## src/rtl/branch_predict_unit_if.sv

```systemverilog
// Fetch-lookup and execute-resolve signal bundle for branch_predict_unit.
// The core-side (master) drives PCs and resolve data; the unit (slave) returns predictions.
interface branch_predict_unit_if #(
  parameter int unsigned STAT_W = 32
);
  logic [31:0]       lk_pc;
  logic              pred_taken;
  logic [31:0]       pred_target;
  logic              res_valid;
  logic [31:0]       res_pc;
  logic [2:0]        res_funct3;
  logic [31:0]       res_rs1;
  logic [31:0]       res_rs2;
  logic [31:0]       res_target;
  logic              res_pred_taken;
  logic [31:0]       res_pred_target;
  logic              mispredict;
  logic [31:0]       redirect_pc;
  logic              res_illegal;
  logic [STAT_W-1:0] n_branches;
  logic [STAT_W-1:0] n_mispredicts;

  modport master (
    output lk_pc, res_valid, res_pc, res_funct3, res_rs1, res_rs2, res_target,
           res_pred_taken, res_pred_target,
    input  pred_taken, pred_target, mispredict, redirect_pc, res_illegal,
           n_branches, n_mispredicts
  );

  modport slave (
    input  lk_pc, res_valid, res_pc, res_funct3, res_rs1, res_rs2, res_target,
           res_pred_taken, res_pred_target,
    output pred_taken, pred_target, mispredict, redirect_pc, res_illegal,
           n_branches, n_mispredicts
  );
endinterface

```

## src/rtl/branch_predict_unit.sv

```systemverilog
// Direct-mapped branch target table with saturating counters, RV32I branch resolution,
// misprediction detection and saturating performance counters.
module branch_predict_unit #(
  parameter int unsigned ENTRIES = 16,
  parameter int unsigned CNT_W   = 2,
  parameter int unsigned TAG_W   = 8,
  parameter int unsigned STAT_W  = 32
) (
  input logic                  clk,
  input logic                  rst,
  branch_predict_unit_if.slave bus
);
  localparam int unsigned IDX_W  = $clog2(ENTRIES);
  localparam int unsigned TAG_LO = IDX_W + 2;
  localparam int unsigned TAG_HI = TAG_LO + TAG_W - 1;

  localparam logic [CNT_W-1:0] CNT_MAX     = '1;
  localparam logic [CNT_W-1:0] CNT_WEAK_T  = CNT_W'(2 ** (CNT_W - 1));
  localparam logic [CNT_W-1:0] CNT_WEAK_NT = CNT_WEAK_T - CNT_W'(1);

  logic [ENTRIES-1:0] valid_q;
  logic [TAG_W-1:0]   tag_q    [ENTRIES];
  logic [31:0]        target_q [ENTRIES];
  logic [CNT_W-1:0]   cnt_q    [ENTRIES];

  logic              mispredict_q;
  logic              illegal_q;
  logic [31:0]       redirect_q;
  logic [STAT_W-1:0] n_branches_q;
  logic [STAT_W-1:0] n_mispredicts_q;

  // Low two PC bits and bits above the tag never take part in indexing or matching.
  logic unused_pc_bits;
  assign unused_pc_bits = ^{bus.lk_pc, bus.res_pc};

  // ---------------------------------------------------------------------------------------------
  // Lookup: pure read of the registered table, no bypass from a same-cycle update.
  // ---------------------------------------------------------------------------------------------
  logic [IDX_W-1:0] lk_idx;
  logic [TAG_W-1:0] lk_tag;
  logic             lk_hit;

  assign lk_idx = bus.lk_pc[IDX_W+1:2];
  assign lk_tag = bus.lk_pc[TAG_HI:TAG_LO];
  assign lk_hit = valid_q[lk_idx] && (tag_q[lk_idx] == lk_tag);

  assign bus.pred_taken  = lk_hit && cnt_q[lk_idx][CNT_W-1];
  assign bus.pred_target = bus.pred_taken ? target_q[lk_idx] : bus.lk_pc + 32'd4;

  // ---------------------------------------------------------------------------------------------
  // Resolve
  // ---------------------------------------------------------------------------------------------
  logic [IDX_W-1:0] res_idx;
  logic [TAG_W-1:0] res_tag;
  logic             res_hit;
  logic [CNT_W-1:0] res_cnt;
  logic             res_taken;
  logic             res_legal;
  logic [31:0]      res_next;
  logic             res_mispred;
  logic             res_update;
  logic [CNT_W-1:0] cnt_new;

  assign res_idx = bus.res_pc[IDX_W+1:2];
  assign res_tag = bus.res_pc[TAG_HI:TAG_LO];
  assign res_hit = valid_q[res_idx] && (tag_q[res_idx] == res_tag);
  assign res_cnt = cnt_q[res_idx];

  always_comb begin
    res_taken = 1'b0;
    res_legal = 1'b1;
    case (bus.res_funct3)
      3'b000:  res_taken = (bus.res_rs1 == bus.res_rs2);
      3'b001:  res_taken = (bus.res_rs1 != bus.res_rs2);
      3'b100:  res_taken = ($signed(bus.res_rs1) <  $signed(bus.res_rs2));
      3'b101:  res_taken = ($signed(bus.res_rs1) >= $signed(bus.res_rs2));
      3'b110:  res_taken = (bus.res_rs1 <  bus.res_rs2);
      3'b111:  res_taken = (bus.res_rs1 >= bus.res_rs2);
      default: res_legal = 1'b0;
    endcase
  end

  assign res_next    = res_taken ? bus.res_target : bus.res_pc + 32'd4;
  assign res_mispred = (res_taken != bus.res_pred_taken) ||
                       (res_taken && (bus.res_target != bus.res_pred_target));
  assign res_update  = bus.res_valid && res_legal;

  // A miss allocates at the weak state matching the outcome; a hit steps and saturates.
  always_comb begin
    cnt_new = res_taken ? CNT_WEAK_T : CNT_WEAK_NT;
    if (res_hit) begin
      if (res_taken) begin
        cnt_new = (res_cnt == CNT_MAX) ? res_cnt : res_cnt + CNT_W'(1);
      end else begin
        cnt_new = (res_cnt == '0) ? res_cnt : res_cnt - CNT_W'(1);
      end
    end
  end

  // ---------------------------------------------------------------------------------------------
  // State
  // ---------------------------------------------------------------------------------------------
  always_ff @(posedge clk) begin
    if (!rst) begin
      valid_q <= '0;
      for (int i = 0; i < int'(ENTRIES); i++) begin
        tag_q[i]    <= '0;
        target_q[i] <= '0;
        cnt_q[i]    <= '0;
      end
      mispredict_q    <= 1'b0;
      illegal_q       <= 1'b0;
      redirect_q      <= '0;
      n_branches_q    <= '0;
      n_mispredicts_q <= '0;
    end else begin
      mispredict_q <= res_update && res_mispred;
      illegal_q    <= bus.res_valid && !res_legal;
      if (res_update) begin
        redirect_q       <= res_next;
        valid_q[res_idx] <= 1'b1;
        tag_q[res_idx]   <= res_tag;
        cnt_q[res_idx]   <= cnt_new;
        if (res_taken || !res_hit) begin
          target_q[res_idx] <= bus.res_target;
        end
        if (n_branches_q != '1) begin
          n_branches_q <= n_branches_q + STAT_W'(1);
        end
        if (res_mispred && (n_mispredicts_q != '1)) begin
          n_mispredicts_q <= n_mispredicts_q + STAT_W'(1);
        end
      end
    end
  end

  assign bus.mispredict    = mispredict_q;
  assign bus.res_illegal   = illegal_q;
  assign bus.redirect_pc   = redirect_q;
  assign bus.n_branches    = n_branches_q;
  assign bus.n_mispredicts = n_mispredicts_q;

endmodule

```

## src/flat_wrapper.sv

```systemverilog
// flat-port wrapper written by rule: the top's interface ports become plain ports
module branch_predict_unit_flat 
#(
  parameter int unsigned ENTRIES = 16,
  parameter int unsigned CNT_W   = 2,
  parameter int unsigned TAG_W   = 8,
  parameter int unsigned STAT_W  = 32
)
  (clk, rst, bus_lk_pc, bus_res_valid, bus_res_pc, bus_res_funct3, bus_res_rs1, bus_res_rs2, bus_res_target, bus_res_pred_taken, bus_res_pred_target, bus_pred_taken, bus_pred_target, bus_mispredict, bus_redirect_pc, bus_res_illegal, bus_n_branches, bus_n_mispredicts);
  branch_predict_unit_if #(.STAT_W(STAT_W)) bus_i ();
  input logic clk;
  input logic rst;
  input wire logic [$bits(bus_i.lk_pc)-1:0] bus_lk_pc;
  input wire logic [$bits(bus_i.res_valid)-1:0] bus_res_valid;
  input wire logic [$bits(bus_i.res_pc)-1:0] bus_res_pc;
  input wire logic [$bits(bus_i.res_funct3)-1:0] bus_res_funct3;
  input wire logic [$bits(bus_i.res_rs1)-1:0] bus_res_rs1;
  input wire logic [$bits(bus_i.res_rs2)-1:0] bus_res_rs2;
  input wire logic [$bits(bus_i.res_target)-1:0] bus_res_target;
  input wire logic [$bits(bus_i.res_pred_taken)-1:0] bus_res_pred_taken;
  input wire logic [$bits(bus_i.res_pred_target)-1:0] bus_res_pred_target;
  output wire logic [$bits(bus_i.pred_taken)-1:0] bus_pred_taken;
  output wire logic [$bits(bus_i.pred_target)-1:0] bus_pred_target;
  output wire logic [$bits(bus_i.mispredict)-1:0] bus_mispredict;
  output wire logic [$bits(bus_i.redirect_pc)-1:0] bus_redirect_pc;
  output wire logic [$bits(bus_i.res_illegal)-1:0] bus_res_illegal;
  output wire logic [$bits(bus_i.n_branches)-1:0] bus_n_branches;
  output wire logic [$bits(bus_i.n_mispredicts)-1:0] bus_n_mispredicts;
  assign bus_i.lk_pc = bus_lk_pc;
  assign bus_i.res_valid = bus_res_valid;
  assign bus_i.res_pc = bus_res_pc;
  assign bus_i.res_funct3 = bus_res_funct3;
  assign bus_i.res_rs1 = bus_res_rs1;
  assign bus_i.res_rs2 = bus_res_rs2;
  assign bus_i.res_target = bus_res_target;
  assign bus_i.res_pred_taken = bus_res_pred_taken;
  assign bus_i.res_pred_target = bus_res_pred_target;
  assign bus_pred_taken = bus_i.pred_taken;
  assign bus_pred_target = bus_i.pred_target;
  assign bus_mispredict = bus_i.mispredict;
  assign bus_redirect_pc = bus_i.redirect_pc;
  assign bus_res_illegal = bus_i.res_illegal;
  assign bus_n_branches = bus_i.n_branches;
  assign bus_n_mispredicts = bus_i.n_mispredicts;
  branch_predict_unit #(.ENTRIES(ENTRIES), .CNT_W(CNT_W), .TAG_W(TAG_W), .STAT_W(STAT_W)) u_core (.clk(clk), .rst(rst), .bus(bus_i));
endmodule
```

## config.mk

```make
export PLATFORM = sky130hd
export DESIGN_NAME = branch_predict_unit_flat
export DESIGN_NICKNAME = d
export VERILOG_FILES = /design/src/rtl/branch_predict_unit_if.sv /design/src/rtl/branch_predict_unit.sv /design/src/flat_wrapper.sv
export SDC_FILE = /design/constraint.sdc
export NUM_CORES = 2
export LEC_CHECK = 0
export ABC_AREA = 1
export BUFFER_PORTS_ARGS = -buffer_cell sky130_fd_sc_hd__buf_2
export CAP_MARGIN = 20
export CORE_MARGIN = 10
export CORE_UTILIZATION = 55
export CTS_BUF_LIST = sky130_fd_sc_hd__clkbuf_2 sky130_fd_sc_hd__clkbuf_4 sky130_fd_sc_hd__clkbuf_8
export CTS_CLUSTER_DIAMETER = 60
export CTS_CLUSTER_SIZE = 28
export DETAILED_ROUTE_END_ITERATION = 10
export PLACE_DENSITY = 0.82
export SLEW_MARGIN = 10
export SYNTH_ARGS = -nofsm -noshare
export SYNTH_HDL_FRONTEND = slang
export SYNTH_SLANG_ARGS = --single-unit
export TNS_END_PERCENT = 1
```

## constraint.sdc

```tcl
create_clock -name clk -period 8.8 [get_ports clk]
set_clock_uncertainty 0.05 [all_clocks]
set_input_delay 0.88 -clock clk [delete_from_list [all_inputs] [get_ports clk]]
set_output_delay 0.88 -clock clk [all_outputs]
set_load 0.005 [all_outputs]
```

==> flow_summary.ini <==
[clock_network]
clk_pin_slew_ns = 0.15
tritoncts = yes
post_cts_resized = 0
clk_latency_ns = 0.75
post_cts_buffers = 0
ctsHoldBuffers = 0
htree_levels = 2
cts_buffers = 43
cts_buffer_depth = 3
cts-root-buf = clkbuf_8
clkSinkCount = 786

[cells_and_area]
syn_to_final_growth_pct = 6.617
num-fill-cells = 6150
fin_area_sq_mm = 0.04355
finish.utilization_pct = 59.38
fin_cells = 5620
nNetsFinal = 4864
final_cell_mix = 936 x nor2_1, 672 x edfxtp_1, 535 x o21ai_0
final_common_cell = nor2_1
drive_above_1_share_pct = 15.73

[floorplanning]
die_h_microns = 292.5
ioPinCount = 330
initial_core_util_pct = 55.70
num_rows = 99
core_sq_mm = 0.07333
dieWidth_microns = 292.5
die-area_sq_mm = 0.08556

[synthesis]
synth_nets = 4763
async_flop_share_pct = 0
synthFlopType = edfxtp_1
synthDistinctLibCells = 60
synthCells = 4525
syn_area_sq_mm = 0.04084
ys.warnings.count = 0
synth-seq-cells = 786
syn-mean-instance-area_sq_um = 9.026
synth-edff-count = 672
ys_seq_area_share_pct = 54.99

[pwr]
p_per_area_mw_per_mm2 = 164.5
worst_ir_drop_vdd_mv = 0.1544
total_leakage_power_nw = 16.33

[critical_path]
crit_top_cell = o21ai_0
max_stage_delay_ns = 0.84
cp.required_ns = 7.87
cp-end-kind = primary output
path_cells = buf_8, inv_8, o21ai_0, a21oi_1, o311ai_0, nand4_1, nor3_1, nand3_1, o21ai_0, o21ai_0, inv_1, buf_2
critPathArrivalTime_ns = 5.08
crit_path_start_kind = input port
path_max_fanout = 109
critical_path_class = in2out
cp_slowest_cell = o311ai_0

[run]
drv_cap = 0

[routing]
drtIter0Drc = 5102
via_per_inst = 6.152
firstDrtPassIters = 11
totalWireLength_mm = 132.1
vias = 34580
ant_nets = 0
wl_per_cell_microns = 23.50
drcViolationCount = 2

[timing]
rsz0062_at_grt = false
period_share_pct = 68.29
worstMarginPinSlew_ns = 1.108
fin_tns_setup_ns = 0
relSlewSlack_pct = 25.70
hold_violations = 0
min_period_ns = 6.010
fmax_ghz = 0.1664
holdWs_ns = 0.3128
setup_viol = 0
drv_slew = 0

[global_route]
grt.overflow.total = 0
grt_max_degree = 208
grt_pass1_vias = 32980
antenna_found_initial = 6
grt_pass1_wl_mm = 197.2
track_usage_pct = 29.63

[placement]
dp_hpwl_mm = 88.20
postPlaceCellArea_sq_mm = 0.04251
place_congestion = 0.9700
port_buffers = 329
dp_cells = 5539

[outcome]
violations = design-rule violations
status = finished with violations

[worst_hold_path]
min_path_type = in2reg
[report_power, final]
| part | internal, mW | total (mW) | switching, mW |
|---|---|---|---|
| Combinational | 0.248 | 0.957 | 0.709 |
| Clock | 0.592 | 1.91 | 1.32 |
| Sequential | 4.22 | 4.29 | 0.0676 |
[metal layers]
layer,share of wire (%),GRT usage [%],up-vias
met4,5.7,15.35,6
met2,46,47.93,2439
met5,0.026,0,-
met3,13,7.648,343
met1,35,36.32,16170
li1,-,-,15620
[Yosys cell counts (52+ instances only)]
| cell | count | area, sq um |
|---|---|---|
| nor3_1 | 52 | 260.3 |
| nor2_1 | 937 | 3517 |
| xor2_1 | 79 | 691.9 |
| dfxtp_1 | 114 | 2282 |
| clkbuf_1 | 205 | 769.5 |
| o21ai_0 | 535 | 2678 |
| edfxtp_1 | 672 | 20180 |
| nand3_1 | 142 | 710.7 |
| buf_2 | 60 | 300.3 |
| nand2_1 | 542 | 2034 |
| inv_1 | 224 | 840.8 |
| a21oi_1 | 241 | 1206 |
| nor2_2 | 224 | 1401 |
| o22ai_1 | 83 | 519.3 |
[cell families (layout without fill, tap and decap cells)]
kind of cell / Yosys count / in the layout / share of synthesized area (%)
AO/OA/AOI/OAI: 990 / 990 / 13.27
XOR/XNOR: 106 / 106 / 2.273
adder cells (fa/ha/maj): 39 / 39 / 1.195
buffers and inverters: 590 / 724 / 6.418
flip-flops: 786 / 786 / 54.99
other: 0 / 2 / 0
AND/OR/NAND/NOR: 2014 / 2014 / 21.85
[through the flow]
stage | power [mW] | setup WS [ns]
after detailed placement | 5.306 | 2.998
after CTS | 7.120 | 2.977
after floorplan | 4.913 | 4.805
after global placement | 5.281 | 3.013
final | 7.162 | 2.790
after global routing | 7.345 | 2.585
[path summary, 6_finish.rpt]
check / from / end / slack, ns / depth (start not counted)
max reg2reg: u_core.tag_q[1][2] / u_core.target_q[4][8] / 4.68 / 12
max: bus_lk_pc[2] / bus_pred_target[29] / 2.79 / 12
min reg2reg: u_core.bus.redirect_pc[3] / u_core.bus.redirect_pc[3] / 0.42 / 2
min: bus_res_valid / u_core.bus.res_illegal / 0.31 / 3
[cell type report]
cell class                 count  area (sq um)  share of cell area, %
antenna                        2         5.005                0.01149
clock buffer                  47         621.8                  1.428
clock inverter                31         385.4                 0.8850
inverter                     270          1023                  2.350
multi-input combinational   3149         15790                  36.27
sequential                   786         22460                  51.58
tap                          959          1200                  2.755
timing repair buffer         376          2056                  4.721
[flip-flops by register name, indices dropped and copies added, names as in the netlist]
register,flops
u_core.bus.mispredict,1
u_core.tag_q,128
u_core.cnt_q,32
u_core.valid_q,16
u_core.target_q,512
u_core.bus.res_illegal,1
u_core.bus.n_branches,32
u_core.bus.n_mispredicts,32
u_core.bus.redirect_pc,32
[critical path: cells and delay by family]
| kind | cells | cell delay, ns |
|---|---|---|
| buf+inv | 4 | 1.07 |
| simple gates | 3 | 1.42 |
| compound gates | 5 | 1.62 |
Power figures use the tool's default switching activity.
